==> src/rtl/cpu_trace_pkg.sv <==
// cpu_trace_pkg
//   Shared types for the retire-stage trace path: the record kind encoding,
//   the default-width trace record layout and the retire classifier.
//   No ports (package).
package cpu_trace_pkg;

  localparam int TRC_ADDR_W = 16;
  localparam int TRC_DATA_W = 16;
  localparam int TRC_REG_W  = 4;
  localparam int TRC_KIND_W = 3;

  typedef enum logic [TRC_KIND_W-1:0] {
    KIND_ALU   = 3'd0,
    KIND_LOAD  = 3'd1,
    KIND_STORE = 3'd2,
    KIND_OTHER = 3'd3,
    KIND_HALT  = 3'd4
  } trace_kind_e;

  // Record layout at the default widths; the top builds the same layout
  // from its own parameters so non-default widths stay consistent.
  typedef struct packed {
    trace_kind_e            kind;
    logic [TRC_ADDR_W-1:0]  pc;
    logic [TRC_REG_W-1:0]   regIdx;
    logic [TRC_DATA_W-1:0]  value;
    logic [TRC_ADDR_W-1:0]  addr;
  } trace_rec_t;

  // Priority matters: a load also asserts regwrite, and a halt may carry
  // stray memwrite, so the order below is the architectural meaning.
  function automatic trace_kind_e classifyRetire(input logic regWrite,
                                                 input logic memRead,
                                                 input logic memWrite,
                                                 input logic halt);
    if (regWrite && memRead) return KIND_LOAD;
    if (regWrite)            return KIND_ALU;
    if (halt)                return KIND_HALT;
    if (memWrite)            return KIND_STORE;
    return KIND_OTHER;
  endfunction

endpackage

==> src/rtl/trace_fifo.sv <==
// trace_fifo
//   Generic DEPTH x WIDTH synchronous FIFO. A push while full is accepted
//   only when a pop happens in the same cycle (level then stays unchanged);
//   a pop while empty is ignored. The head output reads 0 while empty so
//   downstream fields are clean without resetting the storage array.
// Ports:
//   clk, rst_n        clock, asynchronous active-low reset (control only)
//   push, pushData    write request and data
//   pop               read request (consumes the head when not empty)
//   headData          current head entry (0 when empty)
//   notEmpty, full    status flags from registered occupancy
//   level             occupancy, 0..DEPTH
module trace_fifo #(
  parameter int WIDTH = 8,
  parameter int DEPTH = 16
) (
  input  logic                     clk,
  input  logic                     rst_n,
  input  logic                     push,
  input  logic [WIDTH-1:0]         pushData,
  input  logic                     pop,
  output logic [WIDTH-1:0]         headData,
  output logic                     notEmpty,
  output logic                     full,
  output logic [$clog2(DEPTH):0]   level
);

  localparam int PTR_W = $clog2(DEPTH);
  localparam int LVL_W = PTR_W + 1;

  logic [WIDTH-1:0] mem [DEPTH];
  logic [PTR_W-1:0] wrPtr;
  logic [PTR_W-1:0] rdPtr;
  logic             doPush;
  logic             doPop;

  assign notEmpty = (level != '0);
  assign full     = (level == LVL_W'(DEPTH));
  assign doPop    = pop & notEmpty;
  assign doPush   = push & (~full | doPop);
  assign headData = notEmpty ? mem[rdPtr] : '0;

  always_ff @(posedge clk or negedge rst_n) begin
    if (!rst_n) begin
      wrPtr <= '0;
      rdPtr <= '0;
      level <= '0;
    end else begin
      if (doPush) wrPtr <= wrPtr + 1'b1;
      if (doPop)  rdPtr <= rdPtr + 1'b1;
      case ({doPush, doPop})
        2'b10:   level <= level + 1'b1;
        2'b01:   level <= level - 1'b1;
        default: level <= level;
      endcase
    end
  end

  // Storage is data only; occupancy gating makes its reset value irrelevant.
  always_ff @(posedge clk) begin
    if (doPush) mem[wrPtr] <= pushData;
  end

endmodule

==> src/rtl/commit_trace_unit.sv <==
// commit_trace_unit
//   Retire-stage monitor. Classifies each write-back commit, keeps
//   instruction/cycle/bubble/drop counters, latches halt and timeout, and
//   queues one trace record per accepted retire for a valid/ready consumer.
// Ports:
//   clk, rst_n                       clock, asynchronous active-low reset
//   wb_valid, wb_pc, wb_regwrite,
//   wb_memread, wb_memwrite, wb_halt,
//   wb_reg, wb_regdata, wb_addr,
//   wb_memdata                       retiring instruction (wb_valid=0: bubble)
//   trc_valid, trc_ready             head-of-queue handshake
//   trc_kind, trc_pc, trc_reg,
//   trc_value, trc_addr              head record fields (0 when empty)
//   trc_level                        queue occupancy
//   inst_count, cycle_count,
//   bubble_count, drop_count         saturating counters
//   halted, timeout                  sticky status flags
module commit_trace_unit
  import cpu_trace_pkg::*;
#(
  parameter int ADDR_W  = 16,
  parameter int DATA_W  = 16,
  parameter int REG_W   = 4,
  parameter int DEPTH   = 16,
  parameter int CNT_W   = 32,
  parameter int TIMEOUT = 100000
) (
  input  logic                     clk,
  input  logic                     rst_n,
  input  logic                     wb_valid,
  input  logic [ADDR_W-1:0]        wb_pc,
  input  logic                     wb_regwrite,
  input  logic                     wb_memread,
  input  logic                     wb_memwrite,
  input  logic                     wb_halt,
  input  logic [REG_W-1:0]         wb_reg,
  input  logic [DATA_W-1:0]        wb_regdata,
  input  logic [ADDR_W-1:0]        wb_addr,
  input  logic [DATA_W-1:0]        wb_memdata,
  output logic                     trc_valid,
  input  logic                     trc_ready,
  output logic [2:0]               trc_kind,
  output logic [ADDR_W-1:0]        trc_pc,
  output logic [ADDR_W-1:0]        trc_addr,
  output logic [REG_W-1:0]         trc_reg,
  output logic [DATA_W-1:0]        trc_value,
  output logic [$clog2(DEPTH):0]   trc_level,
  output logic [CNT_W-1:0]         inst_count,
  output logic [CNT_W-1:0]         cycle_count,
  output logic [CNT_W-1:0]         bubble_count,
  output logic [CNT_W-1:0]         drop_count,
  output logic                     halted,
  output logic                     timeout
);

  typedef struct packed {
    trace_kind_e          kind;
    logic [ADDR_W-1:0]    pc;
    logic [REG_W-1:0]     regIdx;
    logic [DATA_W-1:0]    value;
    logic [ADDR_W-1:0]    addr;
  } recT;

  localparam int REC_W = $bits(recT);
  // Compare against the pre-increment count so the flag rises on the same
  // edge that brings cycle_count to TIMEOUT.
  localparam logic [CNT_W-1:0] TIMEOUT_LAST = CNT_W'(TIMEOUT - 1);

  function automatic logic [CNT_W-1:0] satInc(input logic [CNT_W-1:0] c);
    return (&c) ? c : c + 1'b1;
  endfunction

  trace_kind_e      retireKind;
  recT              pushRec;
  recT              headRec;
  logic [REC_W-1:0] headBits;
  logic             accept;
  logic             fifoFull;
  logic             dropRec;

  assign accept     = wb_valid & ~halted;
  assign retireKind = classifyRetire(wb_regwrite, wb_memread, wb_memwrite, wb_halt);

  // Fields a kind does not use are zeroed so records compare cleanly.
  always_comb begin
    pushRec      = '0;
    pushRec.kind = retireKind;
    pushRec.pc   = wb_pc;
    case (retireKind)
      KIND_ALU: begin
        pushRec.regIdx = wb_reg;
        pushRec.value  = wb_regdata;
      end
      KIND_LOAD: begin
        pushRec.regIdx = wb_reg;
        pushRec.value  = wb_regdata;
        pushRec.addr   = wb_addr;
      end
      KIND_STORE: begin
        pushRec.value  = wb_memdata;
        pushRec.addr   = wb_addr;
      end
      default: ;
    endcase
  end

  // When full, the head exists, so a ready consumer frees the slot this cycle.
  assign dropRec = accept & fifoFull & ~trc_ready;

  trace_fifo #(
    .WIDTH (REC_W),
    .DEPTH (DEPTH)
  ) u_fifo (
    .clk      (clk),
    .rst_n    (rst_n),
    .push     (accept),
    .pushData (pushRec),
    .pop      (trc_ready),
    .headData (headBits),
    .notEmpty (trc_valid),
    .full     (fifoFull),
    .level    (trc_level)
  );

  assign headRec   = recT'(headBits);
  assign trc_kind  = headRec.kind;
  assign trc_pc    = headRec.pc;
  assign trc_reg   = headRec.regIdx;
  assign trc_value = headRec.value;
  assign trc_addr  = headRec.addr;

  // Everything freezes once halted; only reset releases it.
  always_ff @(posedge clk or negedge rst_n) begin
    if (!rst_n) begin
      inst_count   <= '0;
      cycle_count  <= '0;
      bubble_count <= '0;
      drop_count   <= '0;
      halted       <= 1'b0;
      timeout      <= 1'b0;
    end else if (!halted) begin
      cycle_count <= satInc(cycle_count);
      if (!wb_valid) bubble_count <= satInc(bubble_count);
      if (wb_valid)  inst_count   <= satInc(inst_count);
      if (dropRec)   drop_count   <= satInc(drop_count);
      if (cycle_count == TIMEOUT_LAST) timeout <= 1'b1;
      if (wb_valid && retireKind == KIND_HALT) halted <= 1'b1;
    end
  end

endmodule

==> config.mk <==
export PLATFORM = sky130hd
export DESIGN_NAME = commit_trace_unit
export DESIGN_NICKNAME = d
export VERILOG_FILES = /design/src/rtl/cpu_trace_pkg.sv /design/src/rtl/trace_fifo.sv /design/src/rtl/commit_trace_unit.sv
export SDC_FILE = /design/constraint.sdc
export NUM_CORES = 1
export LEC_CHECK = 0
export BUFFER_PORTS_ARGS = -buffer_cell sky130_fd_sc_hd__buf_4
export CAP_MARGIN = 20
export CORE_ASPECT_RATIO = 1.25
export CORE_MARGIN = 2
export CORE_UTILIZATION = 57
export CTS_BUF_LIST = sky130_fd_sc_hd__clkbuf_4
export DETAILED_ROUTE_END_ITERATION = 10
export PLACE_DENSITY_LB_ADDON = 0.2
export SYNTH_ARGS = -nofsm -noshare
export SYNTH_HDL_FRONTEND = slang
export SYNTH_SLANG_ARGS = --single-unit
==> constraint.sdc <==
create_clock -name clk -period 3.05 [get_ports clk]
set_input_delay 0.61 -clock clk [delete_from_list [all_inputs] [get_ports clk]]
set_output_delay 0.61 -clock clk [all_outputs]
set_load 0.02 [all_outputs]
==> flow_metrics.tcl, run 1 <==
set metrics [dict create \
    fin_nets 2665 \
    fmax_mhz 251.2 \
    finalCritPeriodShare_pct 130.5 \
    cpMaxStageDelayCell "dfrtp_4" \
    dp_hpwl_um 53840 \
    slew_headroom_pct 45.19 \
    p_clk_share_pct 27.1 \
    row_count 109 \
    critPathLaunchType "register" \
    vias_per_cell 5.986 \
    rr_endpoint "u_fifo.mem[0][39]$_DFFE_PP_" \
    critPathCapture "trc_addr[2]" \
    netSwitchingPower_mw 11.59 \
    grt_usage_pct 26.48 \
    holdCritStartpoint "wb_addr[14]" \
    syn_area_per_cell_um2 20.38 \
    drt-pass1-iter-count 7 \
    final-seq-area_um2 30020 \
    num-fill-cells 4457 \
    ys_seq_area_share_pct 73.52 \
    start_util_pct 57.66 \
    wirelength_um 96290 \
    vdd_drop_max_uv 932.6 \
    status "finished, violations left" \
    crit_path_cell_trace "buf_12, buf_12, buf_16, mux4_2, mux4_2, and2_4, buf_6" \
    switching_share_pct 28.82 \
    grt_max_degree 71 \
    coreArea_um2 70780 \
    drcViolationCount 0 \
    syn_to_final_growth_pct 21.00 \
    synth_cell_type_count 59 \
    period_needed_ns 3.981 \
    skew_ns 0.05569 \
    tritoncts "built" \
    routed-via-count 22250 \
    cts_root_buf "clkbuf_4" \
    clk_latency_ns 1.12 \
    first_iter_violations 1807 \
    layout_setup_ws_ns -0.9308 \
    dieArea_um2 73770 \
    end_kind "primary output" \
    die_h_um 303.2 \
    powerDensity_nw_per_um2 814.6 \
    first_global_vias 23130 \
    crit_arrival_ns 3.37 \
    grt_pass1_wl_um 142000 \
    rr_startpoint "u_fifo.level[0]$_DFFE_PN0P_" \
    finalMaxSlewViolations 0 \
    worstMarginPinSlew_ns 0.8107 \
    fin_tns_setup_ns -46.96 \
    io_pins 267 \
    synth_seq_cells 1023 \
    reg2regPathDepth 7 \
    wire_per_inst_um 25.91 \
    rsz0062_at_grt "yes" \
    critPathKind "register to primary output" \
    maxCapViolCount 0 \
    hold_violations 0 \
    multi_input_area_um2 10520 \
    die_width_um 243.3 \
    io_buffers 266 \
    yosys_warnings 0 \
    dp_slack_ns 0.1080 \
    internal-power_mw 28.63 \
    async_reset_ff_share_pct 13.98 \
    required_ns 2.44 \
    netlist_instances 2002 \
    min_path_type "input pin to register" \
    cts_num_sinks 1023 \
    rrSetupSlack_ns 0.36 \
    p_leak_nw 17.76 \
    crit_fanout 10 \
    synth_area_um2 40810 \
    slowest_delay_ns 0.51 \
    drive_gt1_share_pct 41.18 \
    clk_pin_slew_ns 0.07 \
    syn_nets 2089 \
    ys.flop_type "edfxtp_1" \
    synth_edf_count 880 \
    htreeDepth 4 \
    combinationalPowerShare_pct 33.4 \
    failed_checks "negative setup slack" \
    antenna_found_initial 3 \
    ant_nets 0 \
    grt_overflow 0 \
    max-clock-path-buffers 3 \
    cts_made_buffers 233 \
    gp_congestion 0.8654 \
    setup_viol 56 \
    cp-startpoint "u_fifo.rdPtr[0]$_DFFE_PN0P_" \
    p_seq_share_pct 39.5 \
]
## per-layer routing
| metal | wire length [µm] | part of all wire (%) | track usage (%) | up-vias |
|---|---|---|---|---|
| met2 | 49000 | 51 | 43.93 | 1085 |
| met4 | 2466 | 2.6 | 10.06 | 0 |
| met1 | 37010 | 38 | 34.88 | 11470 |
| met3 | 7815 | 8.1 | 5.874 | 162 |
| met5 | 0 | 0 | 0 | - |
| li1 | - | - | - | 9539 |
## flip-flops by register name, summed over array words and instances (netlist names)
name / count
halted: 1
timeout: 1
inst_count: 32
u_fifo.rdPtr: 4
u_fifo.mem: 880
u_fifo.wrPtr: 4
drop_count: 32
cycle_count: 32
u_fifo.level: 5
bubble_count: 32
## cell families (layout without fill, tap and decap cells)
family / Yosys count / after routing / share of synthesized area [%]
DFF: 1023 / 1023 / 73.52
xor gates and xnor gates: 134 / 134 / 2.876
AOI/OAI and AO/OA: 46 / 46 / 1.073
muxes: 282 / 282 / 15.37
and+or+nand+nor: 400 / 400 / 5.745
buffers and inverters: 106 / 877 / 1.079
adders and majority gates: 11 / 11 / 0.3372
other: 0 / 1 / 0
## what timing repair did
item,in CTS,in global routing
endpoints found under the setup margin,56,56
gates resized for setup,92,15
buffers inserted,18,5
gates cloned,7,5
pin swaps,22,0
hold endpoints to repair,468,0
hold buffers,26,0
## critical path: cells and delay by family, from the launching register on
kind	cells	cell delay [ns]
mux	2	0.98
simple gates	1	0.15
buf+inv	4	0.62
flops	1	0.51
## how the worst min path moves through the flow
stage	end	slack [ns]	cells past startpoint
after global placement	timeout$_DFFE_PN0P_	0.48	1
after CTS	u_fifo.mem[11][13]$_DFFE_PP_	0.009	2
final	u_fifo.mem[3][14]$_DFFE_PP_	0.12	2
after global routing	u_fifo.mem[10][35]$_DFFE_PP_	0.08	2
after floorplan	bubble_count[0]$_DFFE_PN0P_	0.31	0
after detailed placement	bubble_count[23]$_DFFE_PN0P_	0.49	1
## layout by cell type (no fill, tap or decap), types with 22 or more instances in the layout
cell           netlist  routed
nand2_1             53      53
and2_4               0      51
clkinv_1             0      55
mux4_2             275     275
clkbuf_4             0     351
and2_1              95      44
xnor2_1             73      73
nand4_1             44      44
nor3_1              22      22
nor2_1              47      47
buf_6                1      36
dlygate4sd3_1        0      25
buf_12               0      58
buf_4                2     287
xor2_1              61      61
edfxtp_1           880     880
dfrtp_1            143     137
nand3_1             49      49
## synthesized netlist by cell type (18+ instances only)
| library cell | n | area [µm²] |
|---|---|---|
| and4_1 | 24 | 210.2 |
| dfrtp_1 | 143 | 3578 |
| xnor2_1 | 73 | 639.4 |
| nand4_1 | 44 | 275.3 |
| and2_1 | 95 | 594.3 |
| inv_1 | 19 | 71.32 |
| xor2_1 | 61 | 534.3 |
| edfxtp_1 | 880 | 26430 |
| clkbuf_1 | 58 | 217.7 |
| nor2_1 | 47 | 176.4 |
| buf_2 | 22 | 110.1 |
| nor3_1 | 22 | 110.1 |
| mux4_2 | 275 | 6193 |
| nand2_1 | 53 | 198.9 |
| nor4_1 | 18 | 112.6 |
| nand3_1 | 49 | 245.2 |
## power by group through the flow
| stage | clock network, mW | logic, mW | registers (mW) |
|---|---|---|---|
| finish | 10.9 | 13.4 | 15.9 |
| global route | 11.8 | 14.2 | 15.9 |
| CTS | 11.1 | 13.3 | 15.9 |
| detailed placement | 0 | 11.8 | 16.2 |
| global placement | 0 | 11.7 | 16.2 |
| floorplan | 0 | 7.55 | 16.0 |
## cell type report
type	count	area share, %
Antenna cell	1	0.005067
Clock buffer	351	5.336
Clock inverter	79	0.9223
Inverter	19	0.1444
Multi-Input combinational cell	873	21.29
Sequential cell	1023	60.79
Tap cell	943	2.389
Timing Repair Buffer	428	9.116
## stage by stage
step	util [%]	std cells	area [µm²]	power, mW	hold WS, ns
2_1_floorplan	-	2002	40820	23.60	0.3144
3_3_place_gp	63.82	3226	45170	27.85	0.4769
3_5_place_dp	63.82	3226	45170	27.97	0.4888
4_1_cts	69.52	3707	49210	40.32	0.009061
5_1_grt	69.77	3717	49380	41.93	0.08266
6_report	69.77	3717	49380	40.22	0.1240
(Power assumes the default switching activity.)
==> inputs of run 2 (changes only) <==
Settings changed: SYNTH_HIERARCHICAL from default to 1.
==> run 2 against run 1 <==
Largest cell class unchanged. Register-to-register slack got worse by 0.16 ns. Cell area grew 1.6%. Critical path type unchanged. Count of clock-buffer cells in the layout fell by 10. Utilization is 1.2 points higher. The run still ends with negative setup slack left. Setup slack better by 0.19 ns. Cell count rose by 2.7%. Sequential share of layout area down 0.94 points. Non-clock buffer count grew 26. Worst hold slack gained 0.022 ns.
==> flow_metrics.tcl, run 2 <==
set metrics [dict create \
    max-clock-path-buffers 3 \
    top_register "u_fifo/mem" \
    ant_nets 0 \
    largest_register_ffs 880 \
    p_leak_nw 17.91 \
    utilization_pct 71.01 \
    crit_path_cell_trace "buf_4, buf_16, mux4_2, mux2i_1, nor2b_1, a221o_1, buf_6" \
    power_mw 42.02 \
    worstMarginPinSlew_ns 0.9183 \
    rsz0062_at_grt "yes" \
    vdd_drop_max_uv 612.6 \
    period_needed_ns 3.789 \
    drive_gt1_share_pct 39.90 \
    coreArea_um2 70650 \
    setup_viol 55 \
    finalCritPeriodShare_pct 124.2 \
    final_cell_mix "edfxtp_1, clkbuf_4, buf_4, mux4_2, dfrtp_1" \
    ys.flop_type "edfxtp_1" \
    fin_nets 2767 \
    critPathLaunchType "register" \
    whs_ns 0.1456 \
    antenna_found_initial 2 \
    synth_cell_type_count 72 \
    netlist_instances 2074 \
    crit_fanout 8 \
    crit_family "multiplexers" \
    yosysTopAreaCell "edfxtp_1" \
    synth_commonest_cells "edfxtp_1, mux4_2, dfrtp_1" \
    cp.buffers_inverters 3 \
    gp_congestion 0.8509 \
    vias_per_cell 6.092 \
    layout_commonest_cell "edfxtp_1" \
    yosys-top-cells-area "edfxtp_1, mux4_2, dfrtp_1" \
    synth_seq_cells 1023 \
    yosys_warnings 6 \
    status "finished, violations left" \
    htreeDepth 4 \
    skew_ns 0.05591 \
    dieArea_um2 73570 \
    io_buffers 266 \
    syn_nets 2163 \
    wirelength_um 101800 \
    cts_root_buf "clkbuf_4" \
    drt-pass1-iter-count 5 \
    layout_setup_ws_ns -0.7388 \
    clk_latency_ns 1.10 \
    powerDensity_nw_per_um2 837.7 \
    synth_edf_count 880 \
    synth.top_cell.area_share_pct 64.92 \
    fin_tns_setup_ns -32.88 \
    finalMaxSlewViolations 0 \
    first_iter_violations 2006 \
    grt_overflow 0 \
    die_h_um 302.8 \
    dp_hpwl_um 55550 \
    syn_to_final_growth_pct 23.25 \
    min_path_type "input pin to register" \
    tritoncts "built" \
    grt_pass1_wl_um 147700 \
    cts_num_sinks 1023 \
    dp_slack_ns 0.2084 \
    grt_usage_pct 27.35 \
    crit_arrival_ns 3.18 \
    async_reset_ff_share_pct 13.98 \
    die_width_um 243.0 \
    critPathKind "register to primary output" \
    start_util_pct 57.61 \
    fmax_mhz 263.9 \
    wire_per_inst_um 26.65 \
    io_pins 267 \
    first_global_vias 24090 \
    end_kind "primary output" \
    grt_max_degree 49 \
    hold_violations 0 \
    clk_pin_slew_ns 0.08 \
    synth_most_common_cell "edfxtp_1" \
    slowest_delay_ns 0.52 \
    cts_made_buffers 237 \
    row_count 109 \
    cpMaxStageDelayCell "mux4_2" \
    ys_seq_area_share_pct 73.72 \
    slew_headroom_pct 38.58 \
    failed_checks "negative setup slack" \
    drcViolationCount 0 \
    synth_area_um2 40700 \
    routed-via-count 23270 \
    maxCapViolCount 0 \
    required_ns 2.44 \
    syn_area_per_cell_um2 19.62 \
]
run 2: changes by cell type in the layout (fill, tap and decap cells not counted), moves of 18 or more:
cell,before,now
and2_4,51,0
nor2b_1,2,26
o21ai_2,0,18
a221o_1,0,23
mux2i_1,0,37
mux4_2,275,220
xor2_1,61,41
a22oi_2,0,23
run 2: cell type report:
| class | count | area, µm² |
|---|---|---|
| flip-flops and latches | 1023 | 30030 |
| fillers | 4417 | 20480 |
| multi-input cells | 948 | 10770 |
| repair buffers | 454 | 5102 |
| clock buffers | 341 | 2560 |
| well taps | 943 | 1180 |
| clock inverters | 95 | 471.7 |
| inverters | 14 | 53.80 |
| diodes | 1 | 2.502 |
run 2: final timing paths:
check | from | to | slack [ns] | cells past startpoint
setup / recovery | u_fifo/rdPtr[1]$_DFFE_PN0N_ | trc_pc[10] | -0.74 | 7
hold / removal | wb_addr[15] | u_fifo/mem[14][15]$_DFFE_PP_ | 0.15 | 2
setup reg to reg | u_fifo/level[0]$_DFFE_PN0P_ | drop_count[26]$_DFFE_PN0P_ | 0.20 | 8
hold reg to reg | timeout$_DFFE_PN0P_ | timeout$_DFFE_PN0P_ | 0.48 | 1
max in group asynchronous | rst_n | cycle_count[0]$_DFFE_PN0P_ | 1.79 | 4
min in group asynchronous | rst_n | inst_count[21]$_DFFE_PN0P_ | 0.59 | 3
run 2: kinds of logic (layout without fill, tap and decap cells):
family	count (synthesis)	in the layout	share of synthesized area, %
AO/OA/AOI/OAI	142	142	2.644
XOR/XNOR	128	128	2.754
adder cells (fa/ha/maj)	13	13	0.4181
buffers and inverters	103	904	1.153
flip-flops	1023	1023	73.72
multiplexers	289	289	13.91
other	0	1	0
AND/OR/NAND/NOR	376	376	5.404
run 2: per-layer routing:
layer	wire (µm)	global-route usage (%)	up-vias	part of all wire, %
met5	0	0	-	0
met4	2830	11.54	0	2.8
met3	7912	5.838	193	7.8
met2	53630	47.09	1113	53
met1	37400	34.00	12080	37
li1	-	-	9886	-
run 2: power breakdown:
| part | internal [mW] | total, mW | leakage (nW) | switching (mW) |
|---|---|---|---|---|
| Combinational | 7.92 | 15.5 | 6.22 | 7.56 |
| Sequential | 15.4 | 15.8 | 9.90 | 0.416 |
| Clock | 5.35 | 10.7 | 1.79 | 5.35 |
run 2: timing repair:
| item | CTS | global route |
|---|---|---|
| pin swaps | 8 | 21 |
| gates cloned | 18 | 11 |
| resized for setup | 137 | 84 |
| setup endpoints to repair | 56 | 56 |
| hold buffers | 30 | 0 |
| setup buffers | 29 | 18 |
| hold endpoints to repair | 504 | 0 |
run 2: per-stage QoR:
stage | instance area (µm²) | instances
2_1_floorplan | 40800 | 2074
3_3_place_gp | 44900 | 3281
3_5_place_dp | 44900 | 3281
4_1_cts | 49540 | 3794
5_1_grt | 50170 | 3819
6_report | 50170 | 3819
